## src/rtl/axi_lite_slave_bridge.sv

```systemverilog
// AXI4-Lite slave to simple user request/acknowledge bridge.
// The write and read paths are independent FSMs. Each path allows one
// outstanding transaction and has an optional acknowledge timeout that
// answers with SLVERR. Every output is driven directly from a register.
module axi_lite_slave_bridge #(
    parameter int C_S_AXI_ADDR_WIDTH = 32,
    parameter int C_S_AXI_DATA_WIDTH = 32,
    parameter int TIMEOUT            = 256
) (
    input  logic                            ACLK,
    input  logic                            ARESETN,
    // AXI write address / data / response
    input  logic [C_S_AXI_ADDR_WIDTH-1:0]   S_AXI_AWADDR,
    input  logic                            S_AXI_AWVALID,
    output logic                            S_AXI_AWREADY,
    input  logic [C_S_AXI_DATA_WIDTH-1:0]   S_AXI_WDATA,
    input  logic [C_S_AXI_DATA_WIDTH/8-1:0] S_AXI_WSTRB,
    input  logic                            S_AXI_WVALID,
    output logic                            S_AXI_WREADY,
    output logic [1:0]                      S_AXI_BRESP,
    output logic                            S_AXI_BVALID,
    input  logic                            S_AXI_BREADY,
    // AXI read address / data
    input  logic [C_S_AXI_ADDR_WIDTH-1:0]   S_AXI_ARADDR,
    input  logic                            S_AXI_ARVALID,
    output logic                            S_AXI_ARREADY,
    output logic [C_S_AXI_DATA_WIDTH-1:0]   S_AXI_RDATA,
    output logic [1:0]                      S_AXI_RRESP,
    output logic                            S_AXI_RVALID,
    input  logic                            S_AXI_RREADY,
    // user write side
    output logic                            wreq_valid,
    output logic [C_S_AXI_ADDR_WIDTH-1:0]   wreq_addr,
    output logic [C_S_AXI_DATA_WIDTH-1:0]   wreq_data,
    output logic [C_S_AXI_DATA_WIDTH/8-1:0] wreq_strb,
    input  logic                            wreq_ready,
    input  logic                            wack_valid,
    // user read side
    output logic                            rreq_valid,
    output logic [C_S_AXI_ADDR_WIDTH-1:0]   rreq_addr,
    input  logic                            rreq_ready,
    input  logic                            rack_valid,
    input  logic [C_S_AXI_DATA_WIDTH-1:0]   rack_data
);

    localparam int STRB_W = C_S_AXI_DATA_WIDTH / 8;
    // A zero-width timer is impossible, so keep one bit when the timeout is disabled.
    localparam int TMR_W = (TIMEOUT > 0) ? $clog2(TIMEOUT + 1) : 1;
    localparam logic              TMO_EN   = (TIMEOUT > 0);
    localparam logic [TMR_W-1:0]  TMR_LAST = TMR_W'((TIMEOUT > 0) ? TIMEOUT - 1 : 0);
    localparam logic [TMR_W-1:0]  TMR_MAX  = '1;
    localparam logic [1:0]        RESP_OKAY   = 2'b00;
    localparam logic [1:0]        RESP_SLVERR = 2'b10;

    typedef enum logic [1:0] {W_IDLE, W_REQ, W_WAIT, W_RESP} wstate_t;
    typedef enum logic [1:0] {R_IDLE, R_REQ, R_WAIT, R_RESP} rstate_t;

    // ---------------- write path state ----------------
    wstate_t                     r_wstate, w_wstate_next;
    logic                        r_aw_full, w_aw_full_next;
    logic                        r_w_full, w_w_full_next;
    logic [C_S_AXI_ADDR_WIDTH-1:0] r_awaddr, w_awaddr_next;
    logic [C_S_AXI_DATA_WIDTH-1:0] r_wdata, w_wdata_next;
    logic [STRB_W-1:0]           r_wstrb, w_wstrb_next;
    logic                        r_awready, w_awready_next;
    logic                        r_wready, w_wready_next;
    logic                        r_wreq_valid, w_wreq_valid_next;
    logic                        r_bvalid, w_bvalid_next;
    logic [1:0]                  r_bresp, w_bresp_next;
    logic [TMR_W-1:0]            r_wtimer, w_wtimer_next;

    // ---------------- read path state ----------------
    rstate_t                     r_rstate, w_rstate_next;
    logic                        r_ar_full, w_ar_full_next;
    logic [C_S_AXI_ADDR_WIDTH-1:0] r_araddr, w_araddr_next;
    logic                        r_arready, w_arready_next;
    logic                        r_rreq_valid, w_rreq_valid_next;
    logic                        r_rvalid, w_rvalid_next;
    logic [1:0]                  r_rresp, w_rresp_next;
    logic [C_S_AXI_DATA_WIDTH-1:0] r_rdata, w_rdata_next;
    logic [TMR_W-1:0]            r_rtimer, w_rtimer_next;

    // Write FSM next state: capture AW and W independently, issue, wait, respond.
    always_comb begin
        w_wstate_next = r_wstate;
        w_aw_full_next = r_aw_full;
        w_w_full_next  = r_w_full;
        w_awaddr_next  = r_awaddr;
        w_wdata_next   = r_wdata;
        w_wstrb_next   = r_wstrb;
        w_bvalid_next  = r_bvalid;
        w_bresp_next   = r_bresp;
        w_wtimer_next  = '0;
        case (r_wstate)
            W_IDLE: begin
                if (S_AXI_AWVALID && r_awready) begin
                    w_aw_full_next = 1'b1;
                    w_awaddr_next  = S_AXI_AWADDR;
                end
                if (S_AXI_WVALID && r_wready) begin
                    w_w_full_next = 1'b1;
                    w_wdata_next  = S_AXI_WDATA;
                    w_wstrb_next  = S_AXI_WSTRB;
                end
                if (r_aw_full && r_w_full) begin
                    w_wstate_next = W_REQ;
                end
            end
            W_REQ: begin
                if (wreq_ready) begin
                    w_wstate_next = W_WAIT;
                end
            end
            W_WAIT: begin
                w_wtimer_next = (r_wtimer == TMR_MAX) ? r_wtimer : r_wtimer + TMR_W'(1);
                // An acknowledge in the final timeout cycle still counts as success.
                if (wack_valid) begin
                    w_wstate_next = W_RESP;
                    w_bvalid_next = 1'b1;
                    w_bresp_next  = RESP_OKAY;
                end else if (TMO_EN && (r_wtimer == TMR_LAST)) begin
                    w_wstate_next = W_RESP;
                    w_bvalid_next = 1'b1;
                    w_bresp_next  = RESP_SLVERR;
                end
            end
            W_RESP: begin
                if (S_AXI_BREADY) begin
                    w_wstate_next  = W_IDLE;
                    w_bvalid_next  = 1'b0;
                    w_aw_full_next = 1'b0;
                    w_w_full_next  = 1'b0;
                    w_awaddr_next  = '0;
                    w_wdata_next   = '0;
                    w_wstrb_next   = '0;
                end
            end
            default: w_wstate_next = W_IDLE;
        endcase
        // Ready/valid outputs are decoded from the next state so they are registered.
        w_awready_next    = (w_wstate_next == W_IDLE) && !w_aw_full_next;
        w_wready_next     = (w_wstate_next == W_IDLE) && !w_w_full_next;
        w_wreq_valid_next = (w_wstate_next == W_REQ);
    end

    // Write path registers.
    always_ff @(posedge ACLK or negedge ARESETN) begin
        if (!ARESETN) begin
            r_wstate     <= W_IDLE;
            r_aw_full    <= 1'b0;
            r_w_full     <= 1'b0;
            r_awaddr     <= '0;
            r_wdata      <= '0;
            r_wstrb      <= '0;
            r_awready    <= 1'b0;
            r_wready     <= 1'b0;
            r_wreq_valid <= 1'b0;
            r_bvalid     <= 1'b0;
            r_bresp      <= 2'b00;
            r_wtimer     <= '0;
        end else begin
            r_wstate     <= w_wstate_next;
            r_aw_full    <= w_aw_full_next;
            r_w_full     <= w_w_full_next;
            r_awaddr     <= w_awaddr_next;
            r_wdata      <= w_wdata_next;
            r_wstrb      <= w_wstrb_next;
            r_awready    <= w_awready_next;
            r_wready     <= w_wready_next;
            r_wreq_valid <= w_wreq_valid_next;
            r_bvalid     <= w_bvalid_next;
            r_bresp      <= w_bresp_next;
            r_wtimer     <= w_wtimer_next;
        end
    end

    // Read FSM next state: capture AR, issue, wait for data or timeout, respond.
    always_comb begin
        w_rstate_next  = r_rstate;
        w_ar_full_next = r_ar_full;
        w_araddr_next  = r_araddr;
        w_rvalid_next  = r_rvalid;
        w_rresp_next   = r_rresp;
        w_rdata_next   = r_rdata;
        w_rtimer_next  = '0;
        case (r_rstate)
            R_IDLE: begin
                if (S_AXI_ARVALID && r_arready) begin
                    w_ar_full_next = 1'b1;
                    w_araddr_next  = S_AXI_ARADDR;
                end
                // One cycle of holding keeps read timing identical to the write path.
                if (r_ar_full) begin
                    w_rstate_next = R_REQ;
                end
            end
            R_REQ: begin
                if (rreq_ready) begin
                    w_rstate_next = R_WAIT;
                end
            end
            R_WAIT: begin
                w_rtimer_next = (r_rtimer == TMR_MAX) ? r_rtimer : r_rtimer + TMR_W'(1);
                if (rack_valid) begin
                    w_rstate_next = R_RESP;
                    w_rvalid_next = 1'b1;
                    w_rresp_next  = RESP_OKAY;
                    w_rdata_next  = rack_data;
                end else if (TMO_EN && (r_rtimer == TMR_LAST)) begin
                    w_rstate_next = R_RESP;
                    w_rvalid_next = 1'b1;
                    w_rresp_next  = RESP_SLVERR;
                    w_rdata_next  = '0;
                end
            end
            R_RESP: begin
                if (S_AXI_RREADY) begin
                    w_rstate_next  = R_IDLE;
                    w_rvalid_next  = 1'b0;
                    w_ar_full_next = 1'b0;
                    w_araddr_next  = '0;
                end
            end
            default: w_rstate_next = R_IDLE;
        endcase
        w_arready_next    = (w_rstate_next == R_IDLE) && !w_ar_full_next;
        w_rreq_valid_next = (w_rstate_next == R_REQ);
    end

    // Read path registers.
    always_ff @(posedge ACLK or negedge ARESETN) begin
        if (!ARESETN) begin
            r_rstate     <= R_IDLE;
            r_ar_full    <= 1'b0;
            r_araddr     <= '0;
            r_arready    <= 1'b0;
            r_rreq_valid <= 1'b0;
            r_rvalid     <= 1'b0;
            r_rresp      <= 2'b00;
            r_rdata      <= '0;
            r_rtimer     <= '0;
        end else begin
            r_rstate     <= w_rstate_next;
            r_ar_full    <= w_ar_full_next;
            r_araddr     <= w_araddr_next;
            r_arready    <= w_arready_next;
            r_rreq_valid <= w_rreq_valid_next;
            r_rvalid     <= w_rvalid_next;
            r_rresp      <= w_rresp_next;
            r_rdata      <= w_rdata_next;
            r_rtimer     <= w_rtimer_next;
        end
    end

    assign S_AXI_AWREADY = r_awready;
    assign S_AXI_WREADY  = r_wready;
    assign S_AXI_BVALID  = r_bvalid;
    assign S_AXI_BRESP   = r_bresp;
    assign S_AXI_ARREADY = r_arready;
    assign S_AXI_RVALID  = r_rvalid;
    assign S_AXI_RRESP   = r_rresp;
    assign S_AXI_RDATA   = r_rdata;
    assign wreq_valid    = r_wreq_valid;
    assign wreq_addr     = r_awaddr;
    assign wreq_data     = r_wdata;
    assign wreq_strb     = r_wstrb;
    assign rreq_valid    = r_rreq_valid;
    assign rreq_addr     = r_araddr;

endmodule

```

## config.mk

```make
export PLATFORM = sky130hd
export DESIGN_NAME = axi_lite_slave_bridge
export DESIGN_NICKNAME = d
export VERILOG_FILES = /design/src/rtl/axi_lite_slave_bridge.sv
export SDC_FILE = /design/constraint.sdc
export NUM_CORES = 1
export LEC_CHECK = 0
export BUFFER_PORTS_ARGS = -buffer_cell sky130_fd_sc_hd__buf_2
export CORE_ASPECT_RATIO = 2
export CORE_MARGIN = 10
export CORE_UTILIZATION = 47
export DETAILED_ROUTE_END_ITERATION = 16
export PLACE_DENSITY = 0.92
export RECOVER_POWER = 25
export SLEW_MARGIN = 5
export SYNTH_ARGS = -nofsm -noshare
export SYNTH_HDL_FRONTEND = slang
export SYNTH_SLANG_ARGS = --single-unit
```

## constraint.sdc

```tcl
create_clock -name ACLK -period 2.5 [get_ports ACLK]
set_input_delay 0.25 -clock ACLK [delete_from_list [all_inputs] [get_ports ACLK]]
set_output_delay 0.25 -clock ACLK [all_outputs]
set_load 0.03 [all_outputs]
```

# Word level (Yosys, flattened, before mapping)
# Cells that the tools add are included.
# classes
n_eq_ne,21
n_addsub,2
reduce_logical,27
muxes,50
# ops
cell,count
2-to-1 mux 32 bit,7
one-hot mux 32 bit (2 select lines),3
2-to-1 mux 9 bit,4
2-to-1 mux 2 bit,14
adder 9 x 1 -> 9 bit (second input constant),2
== test 9 x 8 -> 1 bit (second input constant),2
== test 9 bit (second input constant),2
one-hot mux 2 bit (4 select lines),2
AND reduction 3 bit,5
!= test 2 bit (second input constant),7
2-to-1 mux 1 bit,12
nonzero test 2 bit,6
one-hot mux 1 bit (2 select lines),5
== test 2 x 1 -> 1 bit (second input constant),4
== test 2 bit (second input constant),4
logical NOT 2 bit,4
2-to-1 mux 4 bit,2
one-hot mux 4 bit (2 select lines),1
logical AND 1 bit,7
!= test 3 bit (second input constant),2
AND reduction 2 bit,2
logical NOT 1 bit,3
# word_totals
register_bits,168
input_bits,143
output_inout_bits,143
word_cells,121

# Longest topological paths before layout
# depth
depth_word,6
mapped_depth,9
depth_no_buf,8

# Least setup slack after synthesis
# No wires, ideal clock.
# synth_timing
path_type,flip-flop to flip-flop
from,register r_rtimer[0]
to,register r_rtimer[6]
required_time_ps,2381
arrival_time_ps,1698
slack_ps,683
period_less_slack_ps,1817
path_buffers,1
setup_time_ps,119
path_stages_with_launch,9
path_cell_list,dfrtp_1 -> ha_1 -> nand3_1 -> nor2_1 -> ha_1 -> clkbuf_1 -> nor4b_1 -> xor2_1 -> and2_1
# synth_via
elab_chain_cells,3
elab_cells_between_ends,5
cone_classes,add/sub: 1; eq/ne: 2; mux: 2
# synth_rtl
item,line,rtl
start: declaration,81,"logic [TMR_W-1:0] r_rtimer, w_rtimer_next;"
start signal: assignment,251,r_rtimer <= w_rtimer_next;
adder 9 x 1 -> 9 bit,203,w_rtimer_next = (r_rtimer == TMR_MAX) ? r_rtimer : r_rtimer + TMR_W'(1);
2-to-1 mux 9 bit,203,
2-to-1 mux 9 bit,186,case (r_rstate)
# Parallel ways exist; a longest one is shown, timed or not. The select of a mux whose other input is x is not followed.
# A chain may end at the register's enable or synchronous reset.

# Worst setup path after layout
# layout_timing
from,register r_wstate[1]
to,"register r_awaddr[20], in the netlist wreq_addr[20]"
# layout_via
elab_chain_cells,3
elab_cells_between_ends,7
cone_classes,eq/ne: 3; mux: 1; reduce/logical: 3
# layout_rtl
item,line,rtl
start: declaration,59,"wstate_t r_wstate, w_wstate_next;"
start signal: assignment,162,r_wstate <= w_wstate_next;
== test 2 bit or logical NOT 2 bit (tied branches),94,case (r_wstate)
!= test 2 bit (no source line) or nonzero test 2 bit (tied branches),--,
AND reduction 3 bit (no source line),--,
end signal: assignment,165,r_awaddr <= w_awaddr_next;
end: declaration,62,"logic [C_S_AXI_ADDR_WIDTH-1:0] r_awaddr, w_awaddr_next;"
# Parallel ways exist; a longest one is shown, timed or not.

==> metrics.txt <==
Hold Fails Final Rpt=0; pre-CTS setup slack=slightly below 0.2 ns; vias in the first global route=roughly 5300; nets@finish=916; Yosys top cell by area=dfrtp_1; post-synth top area share=approximately 64%; minimum clock period=between 2 and 2.5 ns; Clk Latency, worst-skew pair=0.41 ns; register-to-register setup slack=0.30 ns; Synth cell types=45; routed len/inst=~21 um; fraction of registers with async set or reset after synthesis=between 90% and 100%; RSZ-0062 raised after global routing=no; critical path class=reg -> reg; Core Box Area=13500 um^2; clock slew at reported path FFs=approximately 0.07 ns; Worst Setup EP=wreq_addr[20]$_DFFE_PN0P_; Reg2Reg Depth=5; initial antenna violation count=5; # rows=60; setup_tns=0 ns; CP Max Fanout=32; Via Count=about 5200; element type at the critical path start=flop; worst endpoint required time=approximately 2.8 ns; Die ar.=around 19000 um^2; Boundary Pins=286; total global routing overflow=0; drt pass-1 iters=4; first-pass GRT wire length=around 30 mm; post-synthesis sequential area ratio=between 60% and 70%; endpoints failing setup=0; postcts setup bufs=0; CTS Buf Count=17; Slew @ Worst Pin=between 1.5 and 2 ns; Initial DRC Count=approximately 190; crit path from=r_wstate[1]$_DFF_PN0_; Setup WS post-layout=about 0.3 ns; Reg-to-Reg End=wreq_addr[20]$_DFFE_PN0P_; deepest clock path buffer count=2; arrival time at the worst endpoint=2.54 ns; total wire length=between 15 and 20 mm; starting density of the core=between 40% and 50%; top post-synthesis cells by area=dfrtp_1 (64%), a22o_1 (18%), ha_1 (2.7%); number of flops mapped to enable cells by yosys=0; Hold WC Path Type=in -> reg; GR Util All Layers=between 20% and 30%; WHS=about 0.05 ns; failing checks=max-capacitance violations, max-slew violations; top-count cell post-synth=dfrtp_1; synthesized flop and latch total=between 150 and 200; Power, Total=13100 uW; Reg2Reg Launch Point=r_wstate[1]$_DFF_PN0_; Lkg Pwr=between 0.004 and 0.005 uW; DRT antenna net count=0; fin crit share=between 80% and 90%; CTS sink cnt=between 150 and 200; Die H=around 190 um; Post-DP HPWL=approximately 15 mm; top_reg_cell synth=dfrtp_1; CTS tree=done; H-Tree Depth=4; PortBufs=roughly 280; fin util=about 64%; Avg Inst Size Synth=13.6 um^2; CP endpoint kind=flop; DRC Markers=0; IR drop worst, VDD=roughly 600 uV; synthesized instance count=between 400 and 500; most frequent cells after synthesis=dfrtp_1 (166), a22o_1 (132), buf_2 (18), nor2_1 (16), ha_1 (14); GPL Wtd Cong=0.892; max cap viols=1; Synth Warn #=0; status=finished, violations left; Highest Clock Rate=approximately 0.45 GHz; Clock Skew=around 0.014 ns; CTS Root Buffer Type=clkbuf_16; post-synthesis cell area=about 6500 um^2; Die W=103 um; layout cell share with drive strength beyond 1=a little over two fifths; largest net degree at the start of global routing=approximately 90; Max-slew headroom=-11.5%; Via density=~5.6; Power Dens Cells=roughly 1500 nW/um^2; Slew Limit Fails=80; Syn-to-layout area delta=32.7%
[critical path, cell delays in order, from the launching register on]
cell      delay, ns
dfrtp_1        0.42
inv_1          0.09
ha_1           0.32
o21bai_1       0.22
a21o_1         0.78
a22o_1         0.29
[kinds of logic after synthesis]
logic type                 after synthesis  share of synthesized area [%]
muxes                                    3                          0.483
buffers and inverters                   44                           3.48
xor gates and xnor gates                14                           1.89
AOI/OAI and AO/OA                      173                           22.1
DFF                                    166                           64.1
and+or+nand+nor                         63                           5.17
other                                    1                         0.0579
adders and majority gates               14                           2.70
[worst min path at each step]
stage	startpoint	to	slack [ns]	cells after the start
6_report	S_AXI_AWADDR[3]	wreq_addr[3]$_DFFE_PN0P_	0.05	2
5_1_grt	S_AXI_AWADDR[3]	wreq_addr[3]$_DFFE_PN0P_	0.03	2
4_1_cts	S_AXI_AWADDR[18]	wreq_addr[18]$_DFFE_PN0P_	0.03	2
3_5_place_dp	ARESETN	r_rstate[1]$_DFF_PN0_	0.31	2
3_3_place_gp	ARESETN	S_AXI_ARREADY$_DFF_PN0_	0.30	2
2_1_floorplan	ARESETN	S_AXI_ARREADY$_DFF_PN0_	-0.05	0
[where the power goes]
part | internal [uW] | switching (uW) | leakage (uW)
Sequential | 3820 | 643 | 0.00217
Clock | 1440 | 1080 | 0.000273
Combinational | 2010 | 4120 | 0.00217
[timing repair]
action                                 4_1_cts  5_1_grt
endpoints found under the hold margin      166        0
resized for setup                            0        1
hold buffers                                 1        0
setup endpoints to repair                    0       36
[area by class of cell]
| type | count | area (um^2) |
|---|---|---|
| multi-input cells | 269 | 2120 |
| clock buffers | 19 | 453 |
| well taps | 155 | 194 |
| diodes | 3 | 7.51 |
| repair buffers | 295 | 1510 |
| flip-flops and latches | 166 | 4150 |
| fillers | 1083 | 4920 |
| inverters | 10 | 37.5 |
| clock inverters | 12 | 119 |
[through the flow]
stage / cells / cell area, um^2
6_report: 929 / 8600
5_1_grt: 926 / 8590
3_5_place_dp: 894 / 8030
4_1_cts: 926 / 8610
2_1_floorplan: 479 / 6480
3_3_place_gp: 894 / 8030
[per-layer routing]
| metal | wire, um | share of wire (%) | track usage [%] |
|---|---|---|---|
| met1 | 7300 | 37 | 23.2 |
| met5 | 34 | 0.17 | 0 |
| met2 | 10700 | 54 | 35.1 |
| met3 | 1330 | 6.7 | 5.35 |
| met4 | 472 | 2.4 | 8.00 |
[cell usage in the layout (no fill, tap or decap), types with 2 or more instances in the layout]
cell / instances
buf_2: 283
dfrtp_1: 166
a22o_1: 132
clkbuf_16: 17
nor2_1: 15
ha_1: 14
nand2_1: 11
o21ai_0: 11
inv_1: 9
and2_1: 9
buf_4: 9
nor2b_1: 7
xor2_1: 7
xnor2_1: 7
nand3_1: 5
a21oi_1: 5
a211oi_1: 4
inv_6: 4
diode_2: 3
o211ai_1: 3
nand4_1: 3
nand2b_1: 3
o21bai_1: 3
nor3_1: 3
clkinv_4: 3
clkinvlp_4: 3
a21bo_2: 2
a21o_1: 2
nor2_2: 2
mux2i_1: 2
conb_1: 2
clkbuf_8: 2
[flip-flops by register name (all words and copies together), names as in the netlist, 2 cells and up]
name / cells
wreq_addr: 32
r_rtimer: 9
r_rstate: 2
wreq_strb: 4
r_wtimer: 9
rreq_addr: 32
r_wstate: 2
wreq_data: 32
S_AXI_RDATA: 32
Power figures use the tool's default switching activity.
